### src/rtl/serial_deglitch_multi.sv
// rtl/serial_deglitch_multi.sv - multi-channel deglitcher with programmable threshold and hysteresis
// Define SERIAL_DEGLITCH_EDGE_EN to get registered rise_o/fall_o edge pulses.
module serial_deglitch_multi #(
  parameter int                    CHANNELS = 8,
  parameter int                    CNT_W    = 4,
  parameter logic [CHANNELS-1:0]   INIT     = '0
) (
  input  logic                clk_i,
  input  logic                rst_i,
  input  logic                clr_i,
  input  logic                en_i,
  input  logic [CNT_W-1:0]    thr_i,
  input  logic [CHANNELS-1:0] d_i,
  output logic [CHANNELS-1:0] q_o,
  output logic [CHANNELS-1:0] rise_o,
  output logic [CHANNELS-1:0] fall_o
);

  logic [CNT_W-1:0]    thr_eff;
  logic [CHANNELS-1:0] q_nxt;

  // A zero threshold would never let the output move, so treat it as one sample.
  assign thr_eff = (thr_i == '0) ? CNT_W'(1) : thr_i;

  for (genvar i = 0; i < CHANNELS; i++) begin : g_ch
    logic [CNT_W-1:0] cnt;
    logic [CNT_W-1:0] c;
    logic [CNT_W-1:0] cnt_n;
    logic             q;
    logic             q_n;

    always_comb begin
      // Clamp first so a lowered threshold takes effect on the very next sample.
      c = (cnt > thr_eff) ? thr_eff : cnt;
      if (d_i[i]) begin
        cnt_n = (c == thr_eff) ? thr_eff : c + 1'b1;
      end else begin
        cnt_n = (c == '0) ? '0 : c - 1'b1;
      end
      if (cnt_n == thr_eff) begin
        q_n = 1'b1;
      end else if (cnt_n == '0) begin
        q_n = 1'b0;
      end else begin
        q_n = q;
      end
    end

    always_ff @(posedge clk_i) begin
      if (rst_i || clr_i) begin
        cnt <= INIT[i] ? thr_eff : '0;
        q   <= INIT[i];
      end else if (en_i) begin
        cnt <= cnt_n;
        q   <= q_n;
      end
    end

    assign q_o[i]   = q;
    assign q_nxt[i] = q_n;
  end

`ifdef SERIAL_DEGLITCH_EDGE_EN
  logic [CHANNELS-1:0] rise_r;
  logic [CHANNELS-1:0] fall_r;

  // Reset and clear may change q but must never look like a filtered edge.
  always_ff @(posedge clk_i) begin
    if (rst_i || clr_i || !en_i) begin
      rise_r <= '0;
      fall_r <= '0;
    end else begin
      rise_r <= q_nxt & ~q_o;
      fall_r <= ~q_nxt & q_o;
    end
  end

  assign rise_o = rise_r;
  assign fall_o = fall_r;
`else
  logic unused_q_nxt;
  assign unused_q_nxt = ^q_nxt;
  assign rise_o = '0;
  assign fall_o = '0;
`endif

endmodule

### config.mk
export PLATFORM = sky130hd
export DESIGN_NAME = serial_deglitch_multi
export DESIGN_NICKNAME = d
export VERILOG_FILES = /design/src/rtl/serial_deglitch_multi.sv
export SDC_FILE = /design/constraint.sdc
export NUM_CORES = 1
export LEC_CHECK = 0
export CAP_MARGIN = 20
export CORE_AREA = 4 4 132 134
export CTS_BUF_LIST = sky130_fd_sc_hd__clkbuf_4 sky130_fd_sc_hd__clkbuf_8
export CTS_CLUSTER_DIAMETER = 60
export DETAILED_ROUTE_END_ITERATION = 12
export DIE_AREA = 0 0 136 138
export SLEW_MARGIN = 15
export SYNTH_ARGS = -nofsm -noshare
export SYNTH_HDL_FRONTEND = slang
export SYNTH_SLANG_ARGS = --single-unit
### constraint.sdc
create_clock -name clk_i -period 6.57 [get_ports clk_i]
set_input_delay 1.314 -clock clk_i [delete_from_list [all_inputs] [get_ports clk_i]]
set_output_delay 1.314 -clock clk_i [all_outputs]
set_load 0.02 [all_outputs]
==> reports/results.txt <==
Post-Synth Simple-Gate Area = 23.2%
Resize count post-CTS = 0
largest net degree at the start of global routing = 32
vias in the first global route = 5922
register area share after synthesis = 12.6%
commonest register cell after synthesis = dfxtp_1
wire per inst = 18.0 µm
post-synthesis cell type count = 88
HP Class = reg2reg
placed instance area = 6510 µm²
DR DRC count = 0
Pleak = 2.50 nW
maximum buffer depth of the clock tree = 2
CP max FO = 19
slew margin rel. = 31.0%
Startpoint Class = input port
Final period util = 76.7%
final setup vio count = 0
fin area = 6640 µm²
Clk Latency, worst-skew pair = 0.32 ns
Final Max Tran Viols = 0
Synth Area in Compound Gates = 32.3%
Hold Buf Count CTS = 0
Post-Syn Area = 6380 µm²
status = complete, no violations
Max Freq = 0.199 GHz
Initial Util = 39.2%
Post-synth EDFFs = 0
io pins = 40
Synth top area share = 12.6%
Die Ht = 138 µm
Avg Synthesized Cell Area = 7.17 µm²
placed wire-length estimate = 13400 µm
CP required = 6.81 ns
antenna cells = 0
post-synth top area cell = dfxtp_1
area share of fa/ha/maj cells after synthesis = 7.85%
FILL cells = 1712
# rows = 47
layout cells sized above 1 = 7.99%
Final Skew = 0.00285 ns
core area = 16300 µm²
#FFs+latches synth = 40
setup tns final = 0 ns
drt pass-1 iters = 5
area delta synth->final = 4.10%
Routed Antenna Nets = 0
RSZ-0062 raised after global routing = no
kind of critical path = in2reg
Worst Tran Pin Value = 1.03 ns
initial antenna violation count = 0
first-pass GRT wire length = 31300 µm
MaxCap Viol Count = 0
Synth area leaders = dfxtp_1 13%, ha_1 7.8%, xnor2_1 6.0%
CTS tree = built
Vias/cell = 6.11
Tot GR Track Use = 20.1%
clock root cell = clkbuf_8
synth warn = 0
Peak supply drop = 0.107 mV
die width = 136 µm
Cell Pwr Density = 148 nW/µm²
PortBufs = 23
via count = 6545
clk sink count = 40
total gr overflow = 0
minimum clock period = 5.04 ns
synthesized instance count = 889
Post-Synth XOR/XNOR Area = 8.79%
Die ar. = 18800 µm²
htree depth = 2
Total Wirelength = 19300 µm
Crit path arrival time = 5.28 ns
Post-synth ARST share = 0%
Fin. Hold Viols = 0
CP endpoint kind = flop
setup bufs post-CTS = 0
initial drt markers = 506
clock-pin transition on the worst setup and hold timing paths = 0.09 ns
placer congestion estimate = 0.905
largest family of logic cells by synthesized area = compound AO/OA/AOI/OAI gates
mux cell area share after synthesis = 5.20%
CTS Buf Count = 5
Nets = 906
## flip-flops by register name (all words and copies together) (netlist names)
register  count
g_ch.cnt     32
g_ch.q        8
## synthesized netlist by cell type (all sizes together), types with 5 or more instances
master	n
nor3	28
or2	8
a21oi	62
o31ai	13
o32ai	6
o21ai	75
o211ai	20
xor2	20
inv	24
ha	40
nand4	11
nor2	89
o211a	7
a22oi	5
a211oi	22
dfxtp	40
mux2	9
nand2b	10
nor4	9
or3	12
xnor2	44
a31oi	7
mux2i	23
nand2	59
nor2b	7
and2	7
o22ai	6
a2111oi	8
a221oi	7
nand3	37
o21a	13
clkbuf	46
buf	55
## critical path, stage by stage
cell             delay (ns)
clkdlybuf4s50_1        0.50
nor3_4                 0.31
nor2_8                 0.04
inv_2                  0.32
ha_1                   0.23
nor2b_1                0.06
o41ai_4                0.44
or2_1                  0.37
nand2_1                0.08
o21ai_0                0.09
ha_1                   0.21
xor2_1                 0.22
xnor2_1                0.14
o21ai_1                0.08
o31a_1                 0.13
or4b_1                 0.54
o32ai_2                0.20
## placed cells by master, fill, tap and decap left out, types with 5 or more instances in the layout
cell type / Yosys / final
nor2_1: 85 / 84
o21ai_0: 69 / 69
a21oi_1: 60 / 60
nand2_1: 59 / 59
xnor2_1: 44 / 44
ha_1: 40 / 40
dfxtp_1: 40 / 40
nand3_1: 37 / 37
nor3_1: 27 / 27
mux2i_1: 23 / 23
inv_1: 21 / 21
o211ai_1: 20 / 20
xor2_1: 20 / 20
a211oi_1: 20 / 20
clkdlybuf4s50_1: 0 / 20
buf_4: 29 / 18
conb_1: 1 / 16
o21a_1: 13 / 13
o31ai_1: 13 / 13
or3_1: 12 / 12
nand4_1: 11 / 11
nand2b_1: 10 / 10
nor4_1: 9 / 9
nor2b_1: 7 / 7
and2_1: 7 / 7
o211a_1: 7 / 7
a31oi_1: 7 / 7
clkbuf_8: 0 / 7
mux2_2: 6 / 6
or2_2: 5 / 5
a22oi_1: 5 / 5
a2111oi_0: 5 / 5
## power breakdown
part	leakage (nW)	internal, mW	total [mW]	switching [mW]
clock	0.0645	0.134	0.238	0.104
combinational	2.11	0.187	0.465	0.278
sequential	0.326	0.252	0.280	0.0272
total	2.50	0.574	0.983	0.409
## through the flow
stage               util (%)  cells  hold slack, ns  power, mW  setup WS, ns
finish                  40.8   1071           0.467      0.983          1.53
global route            40.8   1071           0.508       1.05          1.14
CTS                     40.8   1071           0.475      0.985          1.54
detailed placement      40.0   1063           0.459      0.742          1.21
global placement        40.0   1063           0.455      0.743          1.26
floorplan                  -    904           0.436      0.652          1.42
## metal layers
layer	GRT usage [%]	routed length, µm	vias to the layer above
met3	2.62	1080	27
met5	0	0	-
met4	5.25	278	0
met1	28.7	8890	3097
met2	31.7	9010	250
li1	-	-	3171
## path summary, 6_finish.rpt
check	startpoint	to	slack, ns	depth (start not counted)
setup reg to reg	g_ch[5].cnt[1]	g_ch[5].q	2.95	13
hold reg to reg	g_ch[3].q	g_ch[3].q	0.47	2
hold / removal	g_ch[3].q	g_ch[3].q	0.47	2
setup / recovery	thr_i[2]	g_ch[5].q	1.53	17
## layout make-up
class,count,area (µm²),area share [%]
Multi-Input combinational cell,738,5000,75.3
Sequential cell,40,801,12.1
Timing Repair Buffer,41,350,5.28
Tap cell,220,275,4.15
Clock buffer,7,96.3,1.45
Inverter,24,90.1,1.36
Clock inverter,1,30.0,0.452
## cells by family (layout without fill, tap and decap cells)
logic type / Yosys count / count (layout)
xor gates and xnor gates: 64 / 64
DFF: 40 / 40
buffers and inverters: 126 / 73
adders and majority gates: 40 / 40
muxes: 32 / 32
AOI/OAI and AO/OA: 290 / 290
other: 1 / 16
and+or+nand+nor: 296 / 296
Note: power is estimated with default switching activity, not from simulation.
